===== config.mk =====
export PLATFORM = sky130hd
export DESIGN_NAME = morph_kernel_ctrl_flat
export DESIGN_NICKNAME = d
export VERILOG_FILES = /design/src/rtl/morph_kernel_ctrl_if.sv /design/src/rtl/morph_kernel_ctrl.sv /design/src/flat_wrapper.sv
export SDC_FILE = /design/constraint.sdc
export NUM_CORES = 2
export LEC_CHECK = 0
export CAP_MARGIN = 30
export CORE_AREA = 5 5 473 475
export DETAILED_ROUTE_END_ITERATION = 16
export DIE_AREA = 0 0 478 480
export HOLD_SLACK_MARGIN = 0.12
export PLACE_DENSITY = 0.65
export SETUP_SLACK_MARGIN = 0.1
export SYNTH_ARGS = -nofsm -noshare
export SYNTH_HDL_FRONTEND = slang
export SYNTH_SLANG_ARGS = --single-unit

===== constraint.sdc =====
create_clock -name clk -period 176.3 [get_ports clk]
set_input_delay 17.63 -clock clk [delete_from_list [all_inputs] [get_ports clk]]
set_output_delay 17.63 -clock clk [all_outputs]
set_load 0.005 [all_outputs]

===== src/rtl/morph_kernel_ctrl_if.sv =====
// Kernel manager bus: AXI-Stream config beats in, two LUT read ports and status out.
interface morph_kernel_ctrl_if #(
   parameter int KERNEL_WIDTH      = 71,
   parameter int KERNEL_DATA_WIDTH = 8
);
   localparam int AW = $clog2(KERNEL_WIDTH);

   logic signed [KERNEL_DATA_WIDTH-1:0] cfg_tdata;
   logic                                cfg_tvalid;
   logic                                cfg_tready;
   logic                                cfg_tlast;
   logic                                frame_boundary;
   logic [AW-1:0]                       ero_kernel_lut_address;
   logic signed [KERNEL_DATA_WIDTH-1:0] ero_kernel_lut_data;
   logic [AW-1:0]                       dila_kernel_lut_address;
   logic signed [KERNEL_DATA_WIDTH-1:0] dila_kernel_lut_data;
   logic                                pending;
   logic                                swap_done;
   logic                                cfg_error;

   modport master (
      output cfg_tdata, cfg_tvalid, cfg_tlast, frame_boundary,
             ero_kernel_lut_address, dila_kernel_lut_address,
      input  cfg_tready, ero_kernel_lut_data, dila_kernel_lut_data,
             pending, swap_done, cfg_error
   );

   modport slave (
      input  cfg_tdata, cfg_tvalid, cfg_tlast, frame_boundary,
             ero_kernel_lut_address, dila_kernel_lut_address,
      output cfg_tready, ero_kernel_lut_data, dila_kernel_lut_data,
             pending, swap_done, cfg_error
   );
endinterface


===== src/rtl/morph_kernel_ctrl.sv =====
// Double-buffered erosion/dilation kernel store: loads a shadow bank, flips on a frame boundary.
// LUT reads are combinational (0 cycles); cfg_tready is registered and drops only while a set awaits its swap.
module morph_kernel_ctrl #(
   parameter int KERNEL_WIDTH      = 71,
   parameter int KERNEL_DATA_WIDTH = 8
) (
   input logic                clk,
   input logic                areset,
   morph_kernel_ctrl_if.slave bus
);
   localparam int AW   = $clog2(KERNEL_WIDTH);
   localparam int CW   = $clog2(2 * KERNEL_WIDTH);
   localparam int LAST = 2 * KERNEL_WIDTH - 1;

   typedef enum logic [1:0] {IDLE, LOAD, DRAIN, PENDING} state_t;

   state_t        state, state_d;
   logic [CW-1:0] cnt, cnt_d;
   logic          active_sel, active_sel_d;
   logic          cfg_tready_q, pending_q, swap_done_q, cfg_error_q;
   logic          swap_done_d, cfg_error_d;
   logic          accept, wr_en, wr_ero, shadow_sel;
   logic [AW-1:0] wr_idx;

   logic signed [KERNEL_DATA_WIDTH-1:0] ero_mem [2][KERNEL_WIDTH];
   logic signed [KERNEL_DATA_WIDTH-1:0] dil_mem [2][KERNEL_WIDTH];

   assign shadow_sel = ~active_sel;
   assign accept     = bus.cfg_tvalid & cfg_tready_q;
   assign wr_ero     = cnt < CW'(KERNEL_WIDTH);
   assign wr_idx     = wr_ero ? AW'(cnt) : AW'(cnt - CW'(KERNEL_WIDTH));

   always_comb begin
      state_d      = state;
      cnt_d        = cnt;
      active_sel_d = active_sel;
      swap_done_d  = 1'b0;
      cfg_error_d  = 1'b0;
      wr_en        = 1'b0;
      case (state)
         IDLE, LOAD: begin
            if (accept) begin
               wr_en = 1'b1;
               if (bus.cfg_tlast) begin
                  cnt_d = '0;
                  if (cnt == CW'(LAST)) begin
                     state_d = PENDING;
                  end else begin
                     cfg_error_d = 1'b1;
                     state_d     = IDLE;
                  end
               end else if (cnt == CW'(LAST)) begin
                  // Full set without tlast: swallow beats until the sender's tlast resyncs us.
                  cfg_error_d = 1'b1;
                  cnt_d       = '0;
                  state_d     = DRAIN;
               end else begin
                  cnt_d   = cnt + 1'b1;
                  state_d = LOAD;
               end
            end
         end
         DRAIN: begin
            if (accept && bus.cfg_tlast) state_d = IDLE;
         end
         PENDING: begin
            if (bus.frame_boundary) begin
               active_sel_d = ~active_sel;
               swap_done_d  = 1'b1;
               cnt_d        = '0;
               state_d      = IDLE;
            end
         end
         default: state_d = IDLE;
      endcase
   end

   always_ff @(posedge clk or posedge areset) begin
      if (areset) begin
         state        <= IDLE;
         cnt          <= '0;
         active_sel   <= 1'b0;
         cfg_tready_q <= 1'b0;
         pending_q    <= 1'b0;
         swap_done_q  <= 1'b0;
         cfg_error_q  <= 1'b0;
      end else begin
         state        <= state_d;
         cnt          <= cnt_d;
         active_sel   <= active_sel_d;
         cfg_tready_q <= (state_d != PENDING);
         pending_q    <= (state_d == PENDING);
         swap_done_q  <= swap_done_d;
         cfg_error_q  <= cfg_error_d;
      end
   end

   always_ff @(posedge clk or posedge areset) begin
      if (areset) begin
         for (int b = 0; b < 2; b++) begin
            for (int i = 0; i < KERNEL_WIDTH; i++) begin
               ero_mem[b][i] <= '0;
               dil_mem[b][i] <= '0;
            end
         end
      end else if (wr_en) begin
         if (wr_ero) ero_mem[shadow_sel][wr_idx] <= bus.cfg_tdata;
         else        dil_mem[shadow_sel][wr_idx] <= bus.cfg_tdata;
      end
   end

   assign bus.ero_kernel_lut_data  = (bus.ero_kernel_lut_address < AW'(KERNEL_WIDTH))
                                     ? ero_mem[active_sel][bus.ero_kernel_lut_address] : '0;
   assign bus.dila_kernel_lut_data = (bus.dila_kernel_lut_address < AW'(KERNEL_WIDTH))
                                     ? dil_mem[active_sel][bus.dila_kernel_lut_address] : '0;
   assign bus.cfg_tready = cfg_tready_q;
   assign bus.pending    = pending_q;
   assign bus.swap_done  = swap_done_q;
   assign bus.cfg_error  = cfg_error_q;
endmodule


===== src/flat_wrapper.sv =====
// flat-port wrapper written by rule: the top's interface ports become plain ports
module morph_kernel_ctrl_flat 
#(
   parameter int KERNEL_WIDTH      = 71,
   parameter int KERNEL_DATA_WIDTH = 8
)
  (clk, areset, bus_cfg_tdata, bus_cfg_tvalid, bus_cfg_tlast, bus_frame_boundary, bus_ero_kernel_lut_address, bus_dila_kernel_lut_address, bus_cfg_tready, bus_ero_kernel_lut_data, bus_dila_kernel_lut_data, bus_pending, bus_swap_done, bus_cfg_error);
  morph_kernel_ctrl_if #(.KERNEL_WIDTH(KERNEL_WIDTH), .KERNEL_DATA_WIDTH(KERNEL_DATA_WIDTH)) bus_i ();
  input logic clk;
  input logic areset;
  input wire logic [$bits(bus_i.cfg_tdata)-1:0] bus_cfg_tdata;
  input wire logic [$bits(bus_i.cfg_tvalid)-1:0] bus_cfg_tvalid;
  input wire logic [$bits(bus_i.cfg_tlast)-1:0] bus_cfg_tlast;
  input wire logic [$bits(bus_i.frame_boundary)-1:0] bus_frame_boundary;
  input wire logic [$bits(bus_i.ero_kernel_lut_address)-1:0] bus_ero_kernel_lut_address;
  input wire logic [$bits(bus_i.dila_kernel_lut_address)-1:0] bus_dila_kernel_lut_address;
  output wire logic [$bits(bus_i.cfg_tready)-1:0] bus_cfg_tready;
  output wire logic [$bits(bus_i.ero_kernel_lut_data)-1:0] bus_ero_kernel_lut_data;
  output wire logic [$bits(bus_i.dila_kernel_lut_data)-1:0] bus_dila_kernel_lut_data;
  output wire logic [$bits(bus_i.pending)-1:0] bus_pending;
  output wire logic [$bits(bus_i.swap_done)-1:0] bus_swap_done;
  output wire logic [$bits(bus_i.cfg_error)-1:0] bus_cfg_error;
  assign bus_i.cfg_tdata = bus_cfg_tdata;
  assign bus_i.cfg_tvalid = bus_cfg_tvalid;
  assign bus_i.cfg_tlast = bus_cfg_tlast;
  assign bus_i.frame_boundary = bus_frame_boundary;
  assign bus_i.ero_kernel_lut_address = bus_ero_kernel_lut_address;
  assign bus_i.dila_kernel_lut_address = bus_dila_kernel_lut_address;
  assign bus_cfg_tready = bus_i.cfg_tready;
  assign bus_ero_kernel_lut_data = bus_i.ero_kernel_lut_data;
  assign bus_dila_kernel_lut_data = bus_i.dila_kernel_lut_data;
  assign bus_pending = bus_i.pending;
  assign bus_swap_done = bus_i.swap_done;
  assign bus_cfg_error = bus_i.cfg_error;
  morph_kernel_ctrl #(.KERNEL_WIDTH(KERNEL_WIDTH), .KERNEL_DATA_WIDTH(KERNEL_DATA_WIDTH)) u_core (.clk(clk), .areset(areset), .bus(bus_i));
endmodule

==> reports/results.txt <==
post-synthesis area per instance = 14.18 µm²
die outline height = 480 µm
count of endpoints failing hold in the final timing report = 0
ratio of cells with drive above 1 in the final layout = 40.26%
Total Die Area = 229400 µm²
Tightest Hold Check Type = reg2reg
most common cell after layout, fill and taps aside = sky130_fd_sc_hd__dfrtp_1
cells on worst reg2reg path = 8
timing-limited maximum frequency = 25.00 MHz
Final min period = 40.00 ns
detail-routed via count per cell = 6.544
gate count of the mapped netlist = 7529
number of max-cap violations = 0
drt initial violations = 6989
Non-Filler Cell Area, Final = 118200 µm²
post-detailed-route count of antenna-violating nets = 0
WHS Endpoint = u_core.ero_mem[520]
Worst Min Path Start = u_core.ero_mem[520]
CTS tree = built
highest fanout seen on the critical path = 39
overall via count from detail_route = 68.06k
largest net degree at the start of global routing = 179
number of cells traversed by the worst hold path = 1
final clock period utilization by the worst path = 22.69%
number of buffers inserted by hold repair at cts = 0
Final Setup Violations = 0
#FFs+latches synth = 2287
kind of critical path = in2out
leakage = 55.78 nW
count of cell types in the netlist = 84
number of global-route vias before repair = 70.80k
capturing point of the worst reg2reg path = u_core.ero_mem[952]
number of standard cells in the layout, taps in and fillers out = 10.40k
post-CTS setup repair buffer count = 0
number of flops mapped to enable cells by yosys = 0
sequential fraction of the synthesis area = 53.60%
worst skew pair latency = 0.87 ns
most frequent cells in the layout = sky130_fd_sc_hd__dfrtp_1 (2286), sky130_fd_sc_hd__mux2_2 (1712), sky130_fd_sc_hd__o21ai_0 (666), sky130_fd_sc_hd__mux4_2 (492), sky130_fd_sc_hd__o31ai_1 (264)
buffers from clock root to sink, at most = 3
maximum clock skew at final layout = 0.04083 ns
Final GP Congestion = 0.8899
worst-margin pin slew = 1.083 ns
Async S/R FF share, synth = 100.0%
mapped cell area = 106800 µm²
power density relative to cell area = 9.230 nW/µm²
setup repair after global routing missed its margin = no
Worst Path Arrival = 22.37 ns
antenna violations before repair = 7
layout overhead on the synthesized area = 10.69%
critical path data required time = 158.67 ns
total power draw = 1.091 mW
highest ir drop seen on vdd = 0.01099 mV
slack of the worst reg-to-reg path = 170.55 ns
number of warnings printed during yosys synthesis = 0
H-tree depth reported by CTS = 4
drt first pass iters = 8
startpoint type of the worst setup path = input port
number of standard-cell rows in the floorplan = 172
number of buffers added by the clock tree synthesis step = 230
remaining design rule violation count = 0
total placed cells including tap cells = 9958
detailed-route wire length per cell = 30.23 µm
I/O pin cnt = 47
Final HPWL DP = 193.1 mm
run status = complete, no violations
Post-synth top flop = sky130_fd_sc_hd__dfrtp_1
Initial Util = 48.78%
clock root buffer master = sky130_fd_sc_hd__clkbuf_16
wire length of the first global-routing pass = 474.9 mm
startpoint of the most critical register-to-register path = u_core.active_sel
clock slew seen by the registers of the worst setup and hold paths = 0.06 ns
number of I/O port buffers = 46
GR Util All Layers = 27.25%
number of max-slew violations in the final report = 0
worst rel slew slack = 27.63%
Routed WL = 314.4 mm
Cell Area, Placed = 109900 µm²
crit end category = output port
TNS Setup = 0 ns
total of cells resized after clock tree synthesis = 0
total core area = 218900 µm²
aggregate global routing overflow = 0
Synthesized Nets = 7558
horizontal die dimension = 478 µm
number of nets in the layout = 7366
clock sink count = 2287
## worst max-delay path by stage
stage / startpoint / to / slack, ns / depth (start not counted)
detailed placement: bus_dila_kernel_lut_address[0] / bus_dila_kernel_lut_data[1] / 136.38 / 9
CTS: bus_dila_kernel_lut_address[0] / bus_dila_kernel_lut_data[1] / 136.35 / 9
finish: bus_dila_kernel_lut_address[2] / bus_dila_kernel_lut_data[6] / 136.30 / 9
global route: bus_dila_kernel_lut_address[0] / bus_dila_kernel_lut_data[1] / 136.12 / 9
floorplan: areset / u_core.active_sel / 94.04 / 1
global placement: bus_dila_kernel_lut_address[0] / bus_dila_kernel_lut_data[6] / 136.44 / 9
## metal layers
metal / vias up / global-route usage (%) / part of all wire [%]
li1: 28050 / - / -
met1: 36300 / 36.74 / 40
met2: 2916 / 42.75 / 47
met3: 793 / 5.601 / 7.5
met4: 4 / 12.69 / 5.5
met5: - / 0 / 0.0073
## cell usage after synthesis (22+ instances only)
cell	instances	area share, %
sky130_fd_sc_hd__a211oi_1	35	0.25
sky130_fd_sc_hd__a21oi_1	59	0.28
sky130_fd_sc_hd__nor3_1	31	0.15
sky130_fd_sc_hd__a32o_1	81	0.76
sky130_fd_sc_hd__buf_1	45	0.16
sky130_fd_sc_hd__o21ai_0	666	3.1
sky130_fd_sc_hd__a22o_1	22	0.18
sky130_fd_sc_hd__o221ai_1	37	0.30
sky130_fd_sc_hd__buf_2	147	0.69
sky130_fd_sc_hd__nor2_8	36	0.68
sky130_fd_sc_hd__a22oi_1	55	0.39
sky130_fd_sc_hd__o31ai_1	264	1.9
sky130_fd_sc_hd__mux4_2	492	10
sky130_fd_sc_hd__a221oi_1	47	0.39
sky130_fd_sc_hd__nand2_2	34	0.20
sky130_fd_sc_hd__clkbuf_1	470	1.7
sky130_fd_sc_hd__nor2_1	65	0.23
sky130_fd_sc_hd__nand2_1	249	0.88
sky130_fd_sc_hd__dfrtp_1	2287	54
sky130_fd_sc_hd__nor2_4	69	0.73
sky130_fd_sc_hd__mux2_2	1712	18
sky130_fd_sc_hd__nand3_1	39	0.18
sky130_fd_sc_hd__mux2i_1	229	2.1
sky130_fd_sc_hd__o22ai_1	44	0.26
sky130_fd_sc_hd__mux2_1	61	0.64
## worst max-delay path: stages
cell and delay [ns]:
sky130_fd_sc_hd__buf_4 0.62, sky130_fd_sc_hd__buf_4 0.50, sky130_fd_sc_hd__nor2b_4 0.38, sky130_fd_sc_hd__buf_4 0.65, sky130_fd_sc_hd__a22oi_1 0.28, sky130_fd_sc_hd__a22oi_1 0.65, sky130_fd_sc_hd__a211oi_1 0.31, sky130_fd_sc_hd__o32ai_1 0.61
sky130_fd_sc_hd__clkdlybuf4s50_1 0.62
## area by class of cell
cell class                 instances  area, µm²
tap                             2871       3592
fill                           17800     100700
inverter                          17      71.32
antenna                            2      5.005
clock inverter                    72      958.4
clock buffer                     351       6902
multi-input combinational       4540      46790
timing repair buffer             261       2626
sequential                      2287      57230
## cell families after synthesis
| group | after synthesis | share of synthesized area [%] |
|---|---|---|
| multiplexers | 2502 | 31.34 |
| buffers and inverters | 702 | 2.767 |
| flip-flops | 2287 | 53.60 |
| adder cells (fa/ha/maj) | 2 | 0.02343 |
| AO/OA/AOI/OAI | 1399 | 8.493 |
| AND/OR/NAND/NOR | 633 | 3.741 |
| XOR/XNOR | 4 | 0.03282 |
## through the flow
step / hold WS [ns] / utilization, % / setup slack, ns
detailed placement: 0.4720 / 50.19 / 136.38
finish: 0.4812 / 54.00 / 136.30
global route: 0.4945 / 53.99 / 136.12
global placement: 0.4624 / 50.07 / 136.44
CTS: 0.4851 / 53.79 / 136.35
floorplan: 0.4524 / - / 94.04
## power by group
part / total (mW) / internal [mW] / switching (mW)
clock: 0.507 / 0.294 / 0.213
combinational: 0.0517 / 0.0129 / 0.0387
sequential: 0.532 / 0.529 / 0.00243
## sequential cells by signal, summed over array words and instances (netlist names)
register and count:
u_core.cnt 8, u_core.bus.cfg_tready 1, u_core.dil_mem 1136, u_core.bus.pending 1, u_core.active_sel 1, u_core.ero_mem 1136
u_core.bus.cfg_error 1, u_core.state 2, u_core.bus.swap_done 1
Note: power is estimated with default switching activity, not from simulation.
